File: src/rtl/main_control_pkg.sv
// main_control_pkg: shared definitions for the multicycle MIPS main control.
//   state_t   - 4-bit state encoding (also exported on the debug 'state' port)
//   OP_*      - supported instruction[31:26] opcodes
//   ALUOP_*   - OpALU class codes consumed by the ALU control decoder
package main_control_pkg;

  typedef enum logic [3:0] {
    S_RESET     = 4'd0,
    S_FETCH     = 4'd1,
    S_DECODE    = 4'd2,
    S_MEM_ADDR  = 4'd3,
    S_MEM_READ  = 4'd4,
    S_MEM_WB    = 4'd5,
    S_MEM_WRITE = 4'd6,
    S_EXECUTE   = 4'd7,
    S_R_WB      = 4'd8,
    S_BRANCH    = 4'd9,
    S_JUMP      = 4'd10,
    S_ADDI_EXEC = 4'd11,
    S_ADDI_WB   = 4'd12
  } state_t;

  localparam logic [5:0] OP_RTYPE = 6'b000000;
  localparam logic [5:0] OP_LW    = 6'b100011;
  localparam logic [5:0] OP_SW    = 6'b101011;
  localparam logic [5:0] OP_BEQ   = 6'b000100;
  localparam logic [5:0] OP_J     = 6'b000010;
  localparam logic [5:0] OP_ADDI  = 6'b001000;

  localparam logic [1:0] ALUOP_ADD   = 2'b00;
  localparam logic [1:0] ALUOP_SUB   = 2'b01;
  localparam logic [1:0] ALUOP_FUNCT = 2'b10;

endpackage

File: src/rtl/main_control_fsm.sv
// main_control_fsm: multicycle MIPS main control (Moore FSM).
//   clk, reset (async, active-high)   - clock / reset to S_RESET
//   opcode                            - IR[31:26], looked at in DECODE and MEM_ADDR
//   mem_ready                         - memory finishes the current access
//   PCWrite..OpALU                    - datapath enables, mux selects, ALU class
//   illegal_op                        - DECODE-cycle pulse for unsupported opcodes
//   state                             - current state (debug)
// Outputs depend on state only, except the FETCH stall gating (mem_ready)
// and illegal_op (opcode in DECODE).
module main_control_fsm
  import main_control_pkg::*;
#(
  parameter bit MEM_WAIT_EN = 1'b1
) (
  input  logic       clk,
  input  logic       reset,
  input  logic [5:0] opcode,
  input  logic       mem_ready,
  output logic       PCWrite,
  output logic       PCWriteCond,
  output logic       IorD,
  output logic       MemRead,
  output logic       MemWrite,
  output logic       IRWrite,
  output logic       MemtoReg,
  output logic       RegDst,
  output logic       RegWrite,
  output logic       ALUSrcA,
  output logic [1:0] ALUSrcB,
  output logic [1:0] PCSource,
  output logic [1:0] OpALU,
  output logic       illegal_op,
  output logic [3:0] state
);

  state_t cur, nxt;
  logic   mem_ok;

  // With waiting disabled the memory is assumed to always complete in one cycle.
  assign mem_ok = !MEM_WAIT_EN || mem_ready;
  assign state  = cur;

  always_ff @(posedge clk or posedge reset) begin
    if (reset) cur <= S_RESET;
    else       cur <= nxt;
  end

  always_comb begin
    nxt         = cur;
    PCWrite     = 1'b0;
    PCWriteCond = 1'b0;
    IorD        = 1'b0;
    MemRead     = 1'b0;
    MemWrite    = 1'b0;
    IRWrite     = 1'b0;
    MemtoReg    = 1'b0;
    RegDst      = 1'b0;
    RegWrite    = 1'b0;
    ALUSrcA     = 1'b0;
    ALUSrcB     = 2'b00;
    PCSource    = 2'b00;
    OpALU       = ALUOP_ADD;
    illegal_op  = 1'b0;
    case (cur)
      S_RESET: nxt = S_FETCH;
      S_FETCH: begin
        MemRead = 1'b1;
        ALUSrcB = 2'b01;
        // IR and PC only latch once the fetch actually completes.
        IRWrite = mem_ok;
        PCWrite = mem_ok;
        nxt     = mem_ok ? S_DECODE : S_FETCH;
      end
      S_DECODE: begin
        ALUSrcB = 2'b11;
        case (opcode)
          OP_RTYPE:     nxt = S_EXECUTE;
          OP_LW, OP_SW: nxt = S_MEM_ADDR;
          OP_BEQ:       nxt = S_BRANCH;
          OP_J:         nxt = S_JUMP;
          OP_ADDI:      nxt = S_ADDI_EXEC;
          default: begin
            illegal_op = 1'b1;
            nxt        = S_FETCH;
          end
        endcase
      end
      S_MEM_ADDR: begin
        ALUSrcA = 1'b1;
        ALUSrcB = 2'b10;
        // Only an explicit sw goes to a write; anything else falls back to
        // the harmless read path.
        nxt     = (opcode == OP_SW) ? S_MEM_WRITE : S_MEM_READ;
      end
      S_MEM_READ: begin
        MemRead = 1'b1;
        IorD    = 1'b1;
        nxt     = mem_ok ? S_MEM_WB : S_MEM_READ;
      end
      S_MEM_WB: begin
        RegWrite = 1'b1;
        MemtoReg = 1'b1;
        nxt      = S_FETCH;
      end
      S_MEM_WRITE: begin
        MemWrite = 1'b1;
        IorD     = 1'b1;
        nxt      = mem_ok ? S_FETCH : S_MEM_WRITE;
      end
      S_EXECUTE: begin
        ALUSrcA = 1'b1;
        OpALU   = ALUOP_FUNCT;
        nxt     = S_R_WB;
      end
      S_R_WB: begin
        RegWrite = 1'b1;
        RegDst   = 1'b1;
        nxt      = S_FETCH;
      end
      S_BRANCH: begin
        ALUSrcA     = 1'b1;
        OpALU       = ALUOP_SUB;
        PCWriteCond = 1'b1;
        PCSource    = 2'b01;
        nxt         = S_FETCH;
      end
      S_JUMP: begin
        PCWrite  = 1'b1;
        PCSource = 2'b10;
        nxt      = S_FETCH;
      end
      S_ADDI_EXEC: begin
        ALUSrcA = 1'b1;
        ALUSrcB = 2'b10;
        nxt     = S_ADDI_WB;
      end
      S_ADDI_WB: begin
        RegWrite = 1'b1;
        nxt      = S_FETCH;
      end
      // Encodings 13-15: outputs stay at defaults, recover via FETCH.
      default: nxt = S_FETCH;
    endcase
  end

endmodule

File: config.mk
export PLATFORM = sky130hd
export DESIGN_NAME = main_control_fsm
export DESIGN_NICKNAME = d
export VERILOG_FILES = /design/src/rtl/main_control_pkg.sv /design/src/rtl/main_control_fsm.sv
export SDC_FILE = /design/constraint.sdc
export NUM_CORES = 1
export LEC_CHECK = 0
export CORE_ASPECT_RATIO = 1.1
export CORE_MARGIN = 2
export CORE_UTILIZATION = 33
export DETAILED_ROUTE_END_ITERATION = 16
export GPL_TIMING_DRIVEN = 0
export PLACE_DENSITY = 0.73
export SYNTH_ARGS = -nofsm -noshare
export SYNTH_HDL_FRONTEND = slang
export SYNTH_SLANG_ARGS = --single-unit
File: constraint.sdc
create_clock -name clk -period 1.2 [get_ports clk]
set_input_delay 0.18 -clock clk [delete_from_list [all_inputs] [get_ports clk]]
set_output_delay 0.18 -clock clk [all_outputs]
set_load 0.05 [all_outputs]
==> run metrics, run 1 <==
Initial Util=a little over a third; outcome=did not finish; largest net degree at the start of global routing=11; worst_ep grt=IRWrite; Cell Rows=14; Clock Path Buffers=2; synth unique cells=34; # IOs=30; Clock H-tree levels=1; Synth top area share=19.46%; Die Y=45.40 µm; syn avg cell area=7.453 µm²; stop err=[ERROR DPL-0038] Utilization greater than 100%, impossible to legalize; Seq/Total Area, Yosys=19.46%; Placer Congestion=0.7376; DP HPWL=1315 µm; IO buf count=29; stage reached=global routing (5_1_grt); synth warn=0; DP Area=between 1000 and 1500 µm²; Place WS=-1144 ps; worst_ep kind=primary output; FF+latch count, synth=4; die width=41.64 µm; clock root buffer=clkbuf_4; Mapped Cells=69; Synth area leader=dfrtp_1; Post-Syn Area=514.2 µm²; clock sinks=4; Syn Nets=78; CTS Buf Count=3; dominant cells by area after synthesis=dfrtp_1, nor2_1, a21oi_1, nand2b_1, nor3_1
## timing repair
action,4_1_cts
gates resized for setup,143
setup buffers,11
pin swaps,6
hold buffers,0
setup endpoints to repair,23
## metrics by stage
stage                     setup TNS [ps]  utilization [%]  cells
after CTS                          -6700            85.01    128
after detailed placement          -14190            72.66    114
after global placement            -13800            72.66    114
after floorplan                    -5578                -     69
## cells by family after synthesis
| kind of cell | after synthesis | synth area share (%) |
|---|---|---|
| xor gates and xnor gates | 2 | 3.407 |
| AOI/OAI and AO/OA | 19 | 25.55 |
| muxes | 1 | 1.947 |
| DFF | 4 | 19.47 |
| and+or+nand+nor | 36 | 41.85 |
| buffers and inverters | 7 | 7.786 |
## synthesized netlist by cell type (all sizes together)
cell type  n
o211ai     1
nand3      1
a21oi      6
a211o      1
or3        2
o2bb2ai    1
a21o       1
nor3       6
xnor2      1
nand2b     6
a211oi     2
xor2       1
o31ai      1
or4        1
a2bb2oi    1
buf        5
a31oi      2
or2        2
nand2      2
dfrtp      4
mux2i      1
nor2b      2
nor2       9
nor4bb     2
inv        2
o22ai      2
nor4b      1
nand4      2
o21a       1
==> run 2, diff against run 1 <==
--- a/config.mk
+++ b/config.mk
@@ -5,12 +5,11 @@
 export SDC_FILE = /design/constraint.sdc
 export NUM_CORES = 1
 export LEC_CHECK = 0
-export CORE_ASPECT_RATIO = 1.1
-export CORE_MARGIN = 2
-export CORE_UTILIZATION = 33
+export CORE_AREA = 2 2 63 65
 export DETAILED_ROUTE_END_ITERATION = 16
+export DIE_AREA = 0 0 65 67
 export GPL_TIMING_DRIVEN = 0
-export PLACE_DENSITY = 0.73
+export PLACE_DENSITY_LB_ADDON = 0.15
 export SYNTH_ARGS = -nofsm -noshare
 export SYNTH_HDL_FRONTEND = slang
 export SYNTH_SLANG_ARGS = --single-unit
==> constraint.sdc (replaced) <==
create_clock -name clk -period 1.6 [get_ports clk]
set_input_delay 0.24 -clock clk [delete_from_list [all_inputs] [get_ports clk]]
set_output_delay 0.24 -clock clk [all_outputs]
set_load 0.05 [all_outputs]
==> run metrics, run 2 <==
outcome=complete, but fails checks; failing checks=negative setup slack; CP Cell Sequence=nand2b_4 -> or3_4 -> nor3_4 -> buf_6; largest net degree at the start of global routing=11; Seq/Total Area, Yosys=19.46%; Synth async-reset ratio=100.0%; DP HPWL=roughly 1400 µm; fin. max-slew vios=0; slew of the pin with the lowest slew margin=499.8 ps; setup ws final=-163.7 ps; initial antenna violation count=0; DP Area=1035 µm²; Synth top area share=19.46%; max-cap violation count=0; CTS Buf Count=3; fillcell total=366; Mapped Cells=69; die width=about 65 µm; reg2reg start=state[0]$_DFF_PP0_; Pre-antenna DRT Iters=4; synth unique cells=34; Syn Nets=78; Min-Delay Path Class=primary input to async pin; clk slew on worst S/H paths=30 ps; Clock Path Buffers=2; fin area=roughly 1400 µm²; clock root buffer=clkbuf_8; max frequency=approximately 570 MHz; most frequent cells in the layout=buf_4, buf_6, clkdlybuf4s50_1; antenna violation net count after detailed routing=0; setup TNS=-413.7 ps; FF+latch count, synth=4; first-iteration detailed-routing DRC count=15; post-layout min period=1764 ps; Worst R2R Path Depth=6; total track usage=a little under a tenth; # IOs=30; Critical R2R Capture=state[1]$_DFF_PP0_; vias per cell=approximately 4.3; ys flop type=dfrtp_1; CP max stage delay=410 ps; IO buf count=29; WL final=between 2000 and 2500 µm; layout net count=137; dominant cells by area after synthesis=dfrtp_1, nor2_1, a21oi_1, nand2b_1, nor3_1; leakage power=0.5993 nW; TritonCTS clock tree=yes; EDFF count, synth=0; Clock Skew=1.109 ps; Synth area leader=dfrtp_1; CP max FO=4; Fin. Hold Viols=0; RSZ-0062 raised after global routing=true; Post-Syn Area=514.2 µm²; share of layout cells above drive strength 1=between 60% and 70%; Core ar.=3606 µm²; synth warn=0; pwr dens=a little over 2000 nW/µm²; Rel. slew slack=66.63%; GRT overflow=0; Worst VDD drop=roughly 470 µV; vias in the first global route=606; final setup violation count=6; Area growth syn-to-layout=168.1%; Post-synth top cells=nor2_1, a21oi_1, nor3_1, dfrtp_1, nand2b_1; Cell Rows=22; clock sinks=4; max reg flops=4; Clock H-tree levels=1; crit share post-route=110.2%; commonest non-fill, non-tap cell in the layout=buf_4; die area=4355 µm²; Die Y=67 µm; number of vias in the routed layout=about 750; Startpoint Class=flip-flop; DRC=0; clk_lat worst skew=210 ps; data arrival time of the critical path=1520 ps; Slowest cell on crit path=dfrtp_2; count leader, synth=nor2_1; # diodes=0; crit end category=primary output; R2R Setup Slk=290 ps; worst path required time=1360 ps; Initial Util=roughly 14%; DR WL/cell=between 10 and 15 µm; Placer Congestion=about 0.74; global-route wire length before repair=between 3000 and 4000 µm; CP Class=flip-flop to primary output; syn avg cell area=7.453 µm²
-- run 2: area by class of cell --
cell class | count | area, µm² | area share, %
Timing Repair Buffer | 54 | 515.5 | 37.39
Multi-Input combinational cell | 58 | 568.0 | 41.20
Inverter | 2 | 15.01 | 1.089
Buffer | 5 | 73.82 | 5.354
Sequential cell | 4 | 105.1 | 7.623
Clock buffer | 3 | 41.29 | 2.995
Tap cell | 48 | 60.06 | 4.356
-- run 2: cells by family after synthesis --
logic type | synth area share, %
simple gates | 41.85
compound gates | 25.55
buf+inv | 7.786
flops | 19.47
xor+xnor | 3.407
mux | 1.947
-- run 2: what timing repair did --
| action | in CTS | in global routing |
|---|---|---|
| setup endpoints to repair | 21 | 15 |
| pin swaps | 1 | 6 |
| gates resized for setup | 114 | 26 |
| gates cloned | 0 | 1 |
| hold buffers | 0 | 0 |
| buffers inserted | 2 | 22 |
-- run 2: worst max-delay path: cells and delay by family (launching register included) --
family,cells,cell delay [ps]
AND/OR/NAND/NOR,3,730
buffers and inverters,1,180
flip-flops,1,410
-- run 2: routing by layer --
metal	up-vias	track usage, %	wire, µm
met1	346	13.27	973
met3	0	2.872	111
met4	0	2.394	0
met2	27	14.05	1045
li1	374	-	-
met5	-	0	0
-- run 2: how the worst max path moves through the flow --
stage,from,to,slack (ps),cells past startpoint
global route,state[0]$_DFF_PP0_,illegal_op,-210,4
detailed placement,mem_ready,PCWrite,-810,5
floorplan,state[0]$_DFF_PP0_,illegal_op,-190,3
finish,state[0]$_DFF_PP0_,illegal_op,-160,4
global placement,mem_ready,PCWrite,-800,5
CTS,state[0]$_DFF_PP0_,illegal_op,-200,4
-- run 2: power breakdown --
group / switching, mW / leakage [nW] / total (mW) / internal (mW)
logic: 1.30 / 0.532 / 2.36 / 1.06
clock network: 0.0502 / 0.0216 / 0.210 / 0.160
registers: 0.0620 / 0.0461 / 0.208 / 0.145
total: 1.41 / 0.599 / 2.78 / 1.37
-- run 2: through the flow --
stage          total power [mW]  worst slack [ps]  hold slack, ps  std cells  util (%)
2_1_floorplan             1.540            -185.5           6.127         69         -
3_3_place_gp              2.009            -802.8           425.6        146     28.70
3_5_place_dp              2.005            -809.9           437.9        146     28.70
4_1_cts                   2.234            -200.2           208.5        151     29.88
5_1_grt                   2.935            -211.9           239.5        174     38.24
6_report                  2.782            -163.7           209.0        174     38.24
(Power assumes the default switching activity.)
